$ cat config.mk
export PLATFORM = sky130hd
export DESIGN_NAME = hummingbird2_core_flat
export DESIGN_NICKNAME = d
export VERILOG_FILES = /design/src/rtl/hummingbird2_core_if.sv /design/src/rtl/hummingbird2_core.sv /design/src/flat_wrapper.sv
export SDC_FILE = /design/constraint.sdc
export NUM_CORES = 1
export LEC_CHECK = 0
export CORE_UTILIZATION = 46
export CTS_CLUSTER_DIAMETER = 150
export DETAILED_ROUTE_END_ITERATION = 8
export PLACE_DENSITY = 0.72
export SYNTH_ARGS = -nofsm -noshare
export SYNTH_HDL_FRONTEND = slang
export SYNTH_SLANG_ARGS = --single-unit
$ cat constraint.sdc
create_clock -name clk -period 7.3 [get_ports clk]
set_input_delay 0.73 -clock clk [delete_from_list [all_inputs] [get_ports clk]]
set_output_delay 0.73 -clock clk [all_outputs]
set_load 0.05 [all_outputs]
$ cat src/rtl/hummingbird2_core_if.sv
// Memory bus between hummingbird2_core (master) and program/data memory (slave).
// A transfer completes on the rising edge where mem_req && mem_ready.
interface hummingbird2_core_if #(
    parameter int DATA_W = 8
);
    logic              mem_req;
    logic              mem_we;
    logic [11:0]       mem_addr;
    logic [DATA_W-1:0] mem_wdata;
    logic [DATA_W-1:0] mem_rdata;
    logic              mem_ready;

    modport master (
        output mem_req, mem_we, mem_addr, mem_wdata,
        input  mem_rdata, mem_ready
    );

    modport slave (
        input  mem_req, mem_we, mem_addr, mem_wdata,
        output mem_rdata, mem_ready
    );
endinterface

$ cat src/rtl/hummingbird2_core.sv
// hummingbird2_core: microsequenced accumulator CPU, 12-bit addresses, call stack, port bank.
// Define IO_MAP_EN to decode F00-FFF internally as output/input ports instead of the bus.
module hummingbird2_core #(
    parameter int DATA_W      = 8,
    parameter int STACK_DEPTH = 4,
    parameter int N_ODEV      = 2,
    parameter int N_IDEV      = 1
) (
    input  logic                     clk,
    input  logic                     rst,
    hummingbird2_core_if.master      bus,
    input  logic [N_IDEV*DATA_W-1:0] in_idev,
    output logic [N_ODEV*DATA_W-1:0] out_odev,
    output logic [11:0]              pc_out,
    output logic [DATA_W-1:0]        acc_out,
    output logic                     halted,
    output logic [1:0]               fault
);
    typedef enum logic [2:0] {S_FETCH, S_OPND, S_MEM, S_EXEC, S_HALT} state_e;
    typedef enum logic [3:0] {
        OP_NOP, OP_LDI, OP_ADDI, OP_LD, OP_ST, OP_ADD, OP_SUB, OP_AND,
        OP_OR, OP_XOR, OP_JMP, OP_JZ, OP_JC, OP_CALL, OP_RET, OP_HLT
    } op_e;

    localparam int SP_W = $clog2(STACK_DEPTH + 1);

    state_e              state_q, state_d;
    logic [11:0]         pc_q, adr_q;
    logic [7:0]          ir_q;
    logic [DATA_W-1:0]   acc_q;
    logic                c_q, z_q, req_en_q;
    logic [SP_W-1:0]     sp_q;
    logic [11:0]         stack_q [2**SP_W];
    logic [1:0]          fault_q;

    op_e                 op;
    logic                accept, is_io, mem_done, stack_full, stack_empty, two_word;
    logic                alu_wr, c_d;
    logic [DATA_W-1:0]   imm, io_rdata, opnd, res;
    logic [11:0]         target;

    function automatic logic [DATA_W:0] add_c(input logic [DATA_W-1:0] a,
                                              input logic [DATA_W-1:0] b,
                                              input logic              cin);
        return {1'b0, a} + {1'b0, b} + {{DATA_W{1'b0}}, cin};
    endfunction

    assign op          = op_e'(ir_q[7:4]);
    assign imm         = {{(DATA_W-4){ir_q[3]}}, ir_q[3:0]};
    assign target      = {ir_q[3:0], bus.mem_rdata[7:0]};
    assign two_word    = (bus.mem_rdata[7:4] >= 4'h3) && (bus.mem_rdata[7:4] <= 4'hD);
    assign stack_full  = (sp_q == SP_W'(STACK_DEPTH));
    assign stack_empty = (sp_q == '0);
    assign accept      = bus.mem_req && bus.mem_ready;
    assign mem_done    = (state_q == S_MEM) && (is_io || accept);
    assign opnd        = is_io ? io_rdata : bus.mem_rdata;

    // Request outputs depend only on registered state, so they hold steady through wait states
    always_comb begin
        bus.mem_req   = 1'b0;
        bus.mem_we    = 1'b0;
        bus.mem_addr  = pc_q;
        bus.mem_wdata = acc_q;
        case (state_q)
            S_FETCH, S_OPND: bus.mem_req = req_en_q;
            S_MEM: begin
                bus.mem_req  = req_en_q && !is_io;
                bus.mem_we   = (op == OP_ST);
                bus.mem_addr = adr_q;
            end
            default: ;
        endcase
    end

    always_comb begin
        logic [DATA_W:0] sum;
        sum    = '0;
        res    = acc_q;
        c_d    = c_q;
        alu_wr = 1'b0;
        case (op)
            OP_LDI:  begin res = imm; alu_wr = 1'b1; end
            OP_ADDI: begin sum = add_c(acc_q, imm, 1'b0); res = sum[DATA_W-1:0]; c_d = sum[DATA_W]; alu_wr = 1'b1; end
            OP_LD:   begin res = opnd; alu_wr = 1'b1; end
            OP_ADD:  begin sum = add_c(acc_q, opnd, 1'b0); res = sum[DATA_W-1:0]; c_d = sum[DATA_W]; alu_wr = 1'b1; end
            OP_SUB:  begin sum = add_c(acc_q, ~opnd, 1'b1); res = sum[DATA_W-1:0]; c_d = sum[DATA_W]; alu_wr = 1'b1; end
            OP_AND:  begin res = acc_q & opnd; alu_wr = 1'b1; end
            OP_OR:   begin res = acc_q | opnd; alu_wr = 1'b1; end
            OP_XOR:  begin res = acc_q ^ opnd; alu_wr = 1'b1; end
            default: ;
        endcase
    end

    always_comb begin
        state_d = state_q;
        case (state_q)
            S_FETCH: if (accept) state_d = two_word ? S_OPND : S_EXEC;
            S_OPND: if (accept) begin
                if (op == OP_CALL && stack_full)
                    state_d = S_HALT;
                else if (op inside {OP_JMP, OP_JZ, OP_JC, OP_CALL})
                    state_d = S_FETCH;
                else
                    state_d = S_MEM;
            end
            S_MEM:  if (mem_done) state_d = S_FETCH;
            S_EXEC: state_d = (op == OP_HLT || (op == OP_RET && stack_empty)) ? S_HALT : S_FETCH;
            default: state_d = S_HALT;
        endcase
    end

    always_ff @(posedge clk) begin
        if (rst) state_q <= S_FETCH;
        else     state_q <= state_d;
    end

    // req_en_q keeps the bus quiet for the first cycle after reset
    always_ff @(posedge clk) begin
        if (rst) begin
            pc_q     <= '0;
            acc_q    <= '0;
            c_q      <= 1'b0;
            z_q      <= 1'b0;
            sp_q     <= '0;
            fault_q  <= 2'b00;
            req_en_q <= 1'b0;
        end else begin
            req_en_q <= 1'b1;
            if (alu_wr && (state_q == S_EXEC || mem_done)) begin
                acc_q <= res;
                c_q   <= c_d;
                z_q   <= (res == '0);
            end
            case (state_q)
                S_FETCH: if (accept) pc_q <= pc_q + 12'd1;
                S_OPND: if (accept) begin
                    case (op)
                        OP_JMP:  pc_q <= target;
                        OP_JZ:   pc_q <= z_q ? target : pc_q + 12'd1;
                        OP_JC:   pc_q <= c_q ? target : pc_q + 12'd1;
                        OP_CALL: begin
                            if (stack_full) begin
                                fault_q <= 2'b01;
                            end else begin
                                pc_q <= target;
                                sp_q <= sp_q + 1'b1;
                            end
                        end
                        default: pc_q <= pc_q + 12'd1;
                    endcase
                end
                S_EXEC: if (op == OP_RET) begin
                    if (stack_empty) begin
                        fault_q <= 2'b10;
                    end else begin
                        pc_q <= stack_q[sp_q - 1'b1];
                        sp_q <= sp_q - 1'b1;
                    end
                end
                default: ;
            endcase
        end
    end

    always_ff @(posedge clk) begin
        if (state_q == S_FETCH && accept)
            ir_q <= bus.mem_rdata[7:0];
        if (state_q == S_OPND && accept) begin
            adr_q <= target;
            if (op == OP_CALL && !stack_full)
                stack_q[sp_q] <= pc_q + 12'd1;
        end
    end

`ifdef IO_MAP_EN
    logic [N_ODEV*DATA_W-1:0] odev_q;

    assign is_io = (state_q == S_MEM) && (adr_q[11:8] == 4'hF);

    always_comb begin
        io_rdata = '0;
        for (int k = 0; k < N_IDEV; k++)
            if (adr_q[7:0] == 8'(8'h80 + k))
                io_rdata = in_idev[k*DATA_W +: DATA_W];
    end

    always_ff @(posedge clk) begin
        if (rst)
            odev_q <= '0;
        else if (is_io && op == OP_ST)
            for (int k = 0; k < N_ODEV; k++)
                if (adr_q[7:0] == 8'(k))
                    odev_q[k*DATA_W +: DATA_W] <= acc_q;
    end

    assign out_odev = odev_q;
`else
    logic unused_idev;

    assign is_io       = 1'b0;
    assign io_rdata    = '0;
    assign unused_idev = ^in_idev;
    assign out_odev    = '0;
`endif

    assign pc_out  = pc_q;
    assign acc_out = acc_q;
    assign halted  = (state_q == S_HALT);
    assign fault   = fault_q;
endmodule

$ cat src/flat_wrapper.sv
// flat-port wrapper written by rule: the top's interface ports become plain ports
module hummingbird2_core_flat 
#(
    parameter int DATA_W      = 8,
    parameter int STACK_DEPTH = 4,
    parameter int N_ODEV      = 2,
    parameter int N_IDEV      = 1
)
  (clk, rst, in_idev, out_odev, pc_out, acc_out, halted, fault, bus_mem_req, bus_mem_we, bus_mem_addr, bus_mem_wdata, bus_mem_rdata, bus_mem_ready);
  hummingbird2_core_if #(.DATA_W(DATA_W)) bus_i ();
  input  logic clk;
  input  logic rst;
  input  logic [N_IDEV*DATA_W-1:0] in_idev;
  output logic [N_ODEV*DATA_W-1:0] out_odev;
  output logic [11:0] pc_out;
  output logic [DATA_W-1:0] acc_out;
  output logic halted;
  output logic [1:0] fault;
  output wire logic [$bits(bus_i.mem_req)-1:0] bus_mem_req;
  output wire logic [$bits(bus_i.mem_we)-1:0] bus_mem_we;
  output wire logic [$bits(bus_i.mem_addr)-1:0] bus_mem_addr;
  output wire logic [$bits(bus_i.mem_wdata)-1:0] bus_mem_wdata;
  input wire logic [$bits(bus_i.mem_rdata)-1:0] bus_mem_rdata;
  input wire logic [$bits(bus_i.mem_ready)-1:0] bus_mem_ready;
  assign bus_mem_req = bus_i.mem_req;
  assign bus_mem_we = bus_i.mem_we;
  assign bus_mem_addr = bus_i.mem_addr;
  assign bus_mem_wdata = bus_i.mem_wdata;
  assign bus_i.mem_rdata = bus_mem_rdata;
  assign bus_i.mem_ready = bus_mem_ready;
  hummingbird2_core #(.DATA_W(DATA_W), .STACK_DEPTH(STACK_DEPTH), .N_ODEV(N_ODEV), .N_IDEV(N_IDEV)) u_core (.clk(clk), .rst(rst), .bus(bus_i), .in_idev(in_idev), .out_odev(out_odev), .pc_out(pc_out), .acc_out(acc_out), .halted(halted), .fault(fault));
endmodule
======== After elaboration in Yosys (flattened, before gate mapping) ========
Memories as Yosys holds them, arrays and structs flattened.
Index checks and enable logic that the tools add are counted.
operators by class
  $add $sub $neg .......................... 7
  $lt $le $gt $ge ......................... 2
  equality and inequality tests ........... 30
  muxes and demuxes ....................... 39
  bitwise gates (word level) .............. 4
  reductions and logical operators ........ 26
operator list
  operator                                       count
  two-way mux 12 bit                             8
  case mux 8 bit (8 select lines)                1
  case mux 12 bit (4 select lines)               1
  case mux 12 bit (3 select lines)               1
  == test 4 bit, second input constant           8
  two-way mux 3 bit                              10
  adder 8 x 8 -> 9 bit                           3
  AND reduction 6 bit                            3
  == test 4 x 3 -> 1 bit, second input constant  4
  two-way mux 2 bit                              7
  adder 12 x 1 -> 12 bit, second input constant  1
  != test 2 x 1 -> 1 bit, second input constant  6
  case mux 3 bit (4 select lines)                1
  adder 9 x 1 -> 9 bit, second input constant    1
  logical AND 1 bit                              9
  AND 8 bit                                      1
  == test 4 x 2 -> 1 bit, second input constant  2
  zero test 8 bit                                1
  NOT 8 bit                                      1
  OR 8 bit                                       1
  OR reduction 8 bit                             1
  bitwise XOR 8 bit                              1
  two-way mux 1 bit                              7
  == test 3 x 2 -> 1 bit, second input constant  2
  21 further kinds                               27
word-level totals
  register bits after elaboration ......... 51
  memory bits (writable) .................. 96
  input port bits ......................... 19
  memories kept ........................... 1
memories
  memory          depth  bits a word  rd ports  clocked after Yosys merged registers in  wr ports  RTL line                 source
  u_core.stack_q  8      12           1         0                                        1         hummingbird2_core.sv:33  logic [11:0] stack_q [2**SP_W];

======== Longest topological paths before layout ========
Gate-level depths: netlist of run 1.
  depth in word-level cells ............... 8
  mapped depth ............................ 11

======== Worst setup path before layout of run 1 ========
OpenSTA, ideal clock, no wires.
  path kind ............................... in2reg
  start point ............................. input bus_mem_ready
  end point ............................... memory u_core.stack_q[1][0] (enable)
  setup time .............................. 0.396 ns
  data arrival time ....................... 3.109 ns
  setup slack ............................. 3.795 ns
  stages .................................. 5
  path buffers ............................ 0
  cell sequence ........................... o2111ai_1 > nor3_1 > and2_1 > nand2_1 > nor3_1
between the ends
  cells in the longest elaborated chain, start to end .. 4
RTL lines
  what                                     RTL line                  source
  from (decl)                              flat_wrapper.sv:24        input wire logic [$bits(bus_i.mem_ready)-1:0] bus_mem_ready;
  logical AND 1 bit                        hummingbird2_core.sv:54   assign accept = bus.mem_req && bus.mem_ready;
  logical AND 1 bit                        hummingbird2_core.sv:168  if (state_q == S_OPND && accept) begin
  two-way mux 1 bit                        hummingbird2_core.sv:168
  two-way mux 1 bit (implied by the code)  hummingbird2_core.sv:171  stack_q[sp_q] <= pc_q + 12'd1;
  to (decl)                                hummingbird2_core.sv:33
No other way between the ends.

======== Worst setup path after layout of run 1 ========
  start point ............................. register u_core.state_q[1]
  end point ............................... output bus_mem_addr[4]
between the ends
  cells in the longest elaborated chain, start to end .. 2
RTL lines
  what                    RTL line                  source
  from (decl)             hummingbird2_core.sv:27   state_e state_q, state_d;
  from (signal assigned)  hummingbird2_core.sv:114  else state_q <= state_d;
  == test 3 x 2 -> 1 bit  hummingbird2_core.sv:64   case (state_q)
  two-way mux 12 bit      hummingbird2_core.sv:64
  to (decl)               flat_wrapper.sv:21        output wire logic [$bits(bus_i.mem_addr)-1:0] bus_mem_addr;
No other way between the ends.

==> results.yml, run 1 <==
run_status:
  status: "finished clean"
worst_setup_path:
  critPathRequiredTime_ps: 6570
  reg2reg_slack_ps: 3660
  r2r_end: "u_core.pc_out[5]"
  reg2reg_depth: 9
  path_class: "flip-flop to output pin"
  cp-start-kind: "flip-flop"
  worstPathArrival_ps: 3560
  reg2reg_from: "u_core.sp_q[0]"
  end_kind: "output pin"
  cp_max_fo: 21
timing:
  hold_viol: 0
  fin_crit_sh_pct: 58.77
  drv_slew: 0
  worst_slew_pin_slew_ps: 1267
  rsz0062_at_grt: "false"
  period_needed_ps: 4290
  fin_tns_setup_ps: 0
  finalClockSkew_ps: 6.420
  setup_viol: 0
  maxSlewHeadroom_pct: 15.25
  fmax_mhz: 233.1
routing:
  ant_nets: 0
  first_pass_iters: 5
  routed_wl_um: 20760
  wl_per_cell_um: 20.84
  vias: 6080
  drt_iter0_markers: 478
  drc_errors: 0
  post_drt_via_cell_ratio: 6.104
cts:
  htreeDepth: 4
  cts_hold_buf: 0
  postCtsSetupBuffers: 0
  clock_latency_ps: 420
  cts_buffer_depth: 2
  numCtsBuffers: 17
  cts.clk_slew.worst_paths_ps: 60
  clockRootBuffer: "clkbuf_16"
  cts_tree: "built"
  cts_sinks: 147
  cts_resized: 0
placement:
  dp_hpwl_um: 14350
  place_congestion: 0.9961
  numPortBuffers: 55
global_route:
  antenna_found_initial: 0
  grt_first_pass_wirelength_um: 32170
  grt_start_max_net_pins: 32
  grt_pass1_vias: 5754
  grt_overflow: 0
  track_usage_pct: 23.51
die:
  dieArea_um2: 18470
  core_um2: 17420
  pin_count: 80
  die_w_um: 135.9
  start_util_pct: 47.36
  die-height_um: 135.9
  rows: 48
synthesis:
  ys.warnings.count: 0
  ys_seq_area_share_pct: 49.76
  yosys-top-cells-area: "edfxtp_1 42%, dfxtp_1 7.5%, mux4_2 6.6%, ha_1 5.5%, nor2_1 2.5%"
  synthTopCellsByCount: "116 x edfxtp_1, 55 x nor2_1, 42 x nand2_1"
  ys_types: 80
  syn_inst: 724
  synth-seq-cells: 147
  syn_avg_cell_area_um2: 11.39
  yosysTopAreaCell: "edfxtp_1"
  synth_top_area_share_pct: 42.23
  netlist_area_um2: 8248
  synth_most_common_cell: "edfxtp_1"
  synth_ff_type: "edfxtp_1"
  synth_edf_count: 116
  async_flop_share_pct: 0
cells_and_area:
  antenna_cells: 0
  fin_util_pct: 54.40
  nets: 818
  fillCellCount: 1459
  drive_gt1_share_pct: 11.67
  areaGrowthSynthToFinish_pct: 14.88
hold_path:
  whs_endpoint: "u_core.fault[1]"
  hold_path_class: "flip-flop to flip-flop"
  hold_depth: 2
  min_from: "u_core.fault[1]"
power:
  leakage_uw: 0.003251
  finalPower_uw: 2144
  power_density_nw_per_um2: 226.3
  ir_drop_uv: 205.0
flow_run:
  cap_violations: 0
[flip-flops by register name, summed over array words and instances, names as in the netlist]
register and flops:
u_core.fault 2, u_core.stack_q 96, u_core.c_q 1, u_core.state_q 3, u_core.z_q 1, u_core.adr_q 12
u_core.acc_out 8, u_core.ir_q 8, u_core.sp_q 3, u_core.req_en_q 1, u_core.pc_out 12
[cells in the final DEF, fill, tap and decap left out, types with 21 or more instances in the layout]
| master | instances |
|---|---|
| mux4_2 | 24 |
| nand2_1 | 42 |
| a21oi_1 | 27 |
| clkdlybuf4s50_1 | 55 |
| ha_1 | 36 |
| edfxtp_1 | 116 |
| dfxtp_1 | 30 |
| o21ai_0 | 34 |
| nor2_1 | 55 |
| nor3_1 | 21 |
| inv_1 | 33 |
[metal layers]
metal	GRT usage [%]	share of wire, %	vias to the layer above
li1	-	-	2793
met4	11.17	3.1	0
met5	0	0	-
met2	38.66	49	266
met1	30.52	41	2969
met3	3.505	6.3	52
[through the flow]
| step | setup slack (ps) | instance area [µm²] | cells | hold WS [ps] |
|---|---|---|---|---|
| global placement | 3336 | 8890 | 966 | 466.1 |
| floorplan | 3795 | 8304 | 739 | 477.0 |
| CTS | 3032 | 9475 | 996 | 470.4 |
| global route | 2817 | 9475 | 996 | 484.6 |
| finish | 3010 | 9475 | 996 | 469.9 |
| detailed placement | 3355 | 8890 | 966 | 460.1 |
[worst max-delay path, stage by stage (launching register included)]
cell             delay [ps]
dfxtp_1                 770
nand2b_1                170
nor2_1                  980
mux2_2                  390
clkdlybuf4s50_1         820
[worst max path at each step]
stage,from,to,cells past startpoint
6_report,u_core.state_q[1],bus_mem_addr[4],4
5_1_grt,u_core.state_q[1],bus_mem_addr[4],4
4_1_cts,u_core.state_q[1],bus_mem_addr[5],5
3_5_place_dp,bus_mem_rdata[5],u_core.z_q,10
3_3_place_gp,bus_mem_rdata[6],u_core.z_q,10
2_1_floorplan,bus_mem_ready,u_core.stack_q[1][0],5
[report_power, final]
part           switching, µW  total [µW]  internal [µW]
Sequential              35.1         967            931
Combinational            208         310            101
Clock                    335         868            533
[cell type report]
type | count | area [µm²] | area share, %
tap | 225 | 281.5 | 2.971
clock inverter | 13 | 160.2 | 1.690
inverter | 35 | 131.4 | 1.387
multi-input combinational | 491 | 3724 | 39.30
sequential | 147 | 4105 | 43.32
timing repair buffer | 68 | 648.1 | 6.840
clock buffer | 17 | 425.4 | 4.490
[cells by family (layout without fill, tap and decap cells)]
kind of cell | count (synthesis) | count (layout) | share of synthesized area [%]
AND/OR/NAND/NOR | 207 | 207 | 13.18
AO/OA/AOI/OAI | 174 | 174 | 14.73
flip-flops | 147 | 147 | 49.76
buffers and inverters | 101 | 133 | 5.840
adder cells (fa/ha/maj) | 39 | 39 | 6.189
multiplexers | 39 | 39 | 8.556
XOR/XNOR | 16 | 16 | 1.699
other | 1 | 16 | 0.04547
Power figures use the tool's default switching activity.
==> run 2: changes to the inputs <==
PLACE_DENSITY = 0.75   (was 0.72)
clock period = 3.65 ns   (was 7.3 ns; I/O delays follow)
==> run 2 against run 1 <==
  * Combinational power increased by 110%
  * Routed wire length is 1.1% higher
  * Utilization is 0.57 points higher
  * Sequential cell count did not move
  * First-iteration DRC count increased by 6.9%
  * Worst setup slack worse by 2500 ps
  * Design area is 1.0% higher
  * Non-clock buffer count is 18 higher
  * Die area unchanged
  * Total power up 96%
  * Clock skew rose by 3.1 ps
  * Count of clock-buffer cells in the layout up 1
==> results.yml, run 2 (synthesis results as in run 1) <==
timing:
  period_needed_ps: 3187
  drv_slew: 0
  maxSlewHeadroom_pct: 42.58
  fmax_mhz: 313.8
  rsz0062_at_grt: "false"
  hold_viol: 0
  worst_slew_pin_slew_ps: 858.2
  finalClockSkew_ps: 9.551
  fin_crit_sh_pct: 87.31
  setup_viol: 0
  fin_tns_setup_ps: 0
  setup_slack_ps: 463.1
worst_setup_path:
  reg2reg_from: "u_core.ir_q[0]"
  reg2reg_depth: 9
  r2r_end: "u_core.z_q"
  crit_chain: "nand2b_1 -> nor2_1 -> buf_4 -> mux2_2 -> clkdlybuf4s50_1"
  cpMaxStageDelayCell: "dfxtp_1"
  end_kind: "output pin"
  worstPathArrival_ps: 2820
  cp-start-kind: "flip-flop"
  reg2reg_slack_ps: 730
  critPathRequiredTime_ps: 3280
  cp_max_fo: 21
  max_stage_delay_ps: 740
  path_class: "flip-flop to output pin"
global_route:
  grt_start_max_net_pins: 28
  grt_first_pass_wirelength_um: 32900
  grt_pass1_vias: 5947
  grt_overflow: 0
  track_usage_pct: 24.14
  antenna_found_initial: 0
cells_and_area:
  largest_reg_flops: 96
  areaGrowthSynthToFinish_pct: 16.08
  antenna_cells: 0
  fin_util_pct: 54.97
  fillCellCount: 1470
  drive_gt1_share_pct: 14.79
  final_cell_mix: "116 x edfxtp_1, 55 x nor2_1, 51 x clkdlybuf4s50_1, 42 x nand2_1, 36 x ha_1"
  nets: 836
  final_common_cell: "edfxtp_1"
  fin_area_um2: 9574
  regMostFlops: "u_core.stack_q"
cts:
  cts_sinks: 147
  numCtsBuffers: 17
  clock_latency_ps: 430
  cts_buffer_depth: 2
  postCtsSetupBuffers: 0
  htreeDepth: 4
  cts_tree: "built"
  cts_resized: 0
  clockRootBuffer: "clkbuf_16"
  cts.clk_slew.worst_paths_ps: 60
  cts_hold_buf: 0
hold_path:
  min_from: "u_core.fault[1]"
  hold_path_class: "flip-flop to flip-flop"
  hold_depth: 2
  whs_endpoint: "u_core.fault[1]"
routing:
  top_layer: "met4"
  vias: 6050
  route.met2.wl_um: 10500
  first_pass_iters: 5
  routed_wl_um: 20970
  drt_iter0_markers: 511
  post_drt_via_cell_ratio: 5.955
  dr_wl_met3_um: 1021
  ant_nets: 0
  met1Wirelength_um: 8722
  drc_errors: 0
  wl_per_cell_um: 20.64
power:
  swShare_pct: 29.26
  leakage_uw: 0.003342
  p_sw_uw: 1227
  pwr-share-comb_pct: 15.3
  power_density_nw_per_um2: 437.9
  power.share.clock_pct: 39.0
  ir_drop_uv: 456.5
  sequentialPowerShare_pct: 45.7
  cell_internal_pwr_uw: 2966
placement:
  dp_hpwl_um: 14740
  pre_cts_slack_ps: 406.0
  place_congestion: 0.9095
  dpl_cell_area_um2: 9025
  numPortBuffers: 55
run_status:
  status: "finished clean"
die:
  rows: 48
  core_um2: 17420
  dieArea_um2: 18470
  die-height_um: 135.9
  die_w_um: 135.9
  pin_count: 80
  start_util_pct: 47.36
flow_run:
  cap_violations: 0
==> run 2: cell count changes in the layout (fill, tap and decap cells not counted), sizes merged <==
cell | before | now
buf | 13 | 35
inv | 36 | 42
clkdlybuf4s50 | 55 | 51
bufinv | 3 | 0
clkinv | 6 | 3
clkbuf | 17 | 18
clkinvlp | 3 | 4
==> run 2: worst max-delay path by stage <==
stage / startpoint / endpoint / slack, ps / cells after the start
floorplan: u_core.state_q[0] / u_core.stack_q[1][0] / 290 / 7
global placement: bus_mem_rdata[3] / u_core.z_q / 380 / 10
detailed placement: bus_mem_rdata[3] / u_core.z_q / 410 / 10
global route: u_core.state_q[1] / bus_mem_addr[7] / 260 / 5
finish: u_core.state_q[1] / bus_mem_addr[4] / 460 / 5
CTS: u_core.state_q[1] / bus_mem_addr[4] / 460 / 5
==> run 2: final cells by class <==
cell class,instances,area (µm²),share of cell area [%]
clock buffer,18,429.2,4.482
clock inverter,14,120.1,1.255
inverter,35,131.4,1.372
multi-input combinational,491,3734,39.00
sequential,147,4105,42.88
tap,225,281.5,2.940
timing repair buffer,86,773.2,8.076
==> run 2: power by group through the flow <==
| stage | clock network (µW) | registers, µW | logic [µW] |
|---|---|---|---|
| finish | 1630 | 1920 | 642 |
| global route | 1720 | 1920 | 687 |
| CTS | 1650 | 1920 | 643 |
| detailed placement | 0 | 1950 | 638 |
| global placement | 0 | 1950 | 628 |
| floorplan | 0 | 1980 | 413 |
==> run 2: metrics by stage <==
stage                     power, µW  std cells  hold WS [ps]
after detailed placement       2590        984         466.4
after global placement         2581        984         461.5
final                          4193       1016         471.5
after global routing           4325       1016         500.6
after CTS                      4204       1016         476.0
after floorplan                2397        739         463.9
==> run 2: per-layer routing <==
metal  global-route usage [%]  up-vias
li1                         -     2834
met1                    29.86     2968
met2                    41.01      194
met3                    4.251       54
met4                    11.17        0
met5                        0        -
==> run 2: worst max-delay path, delay by kind of cell (launching register included) <==
kind                   cells  cell delay [ps]
buffers and inverters      2              950
flip-flops                 1              740
multiplexers               1              390
AND/OR/NAND/NOR            2              310
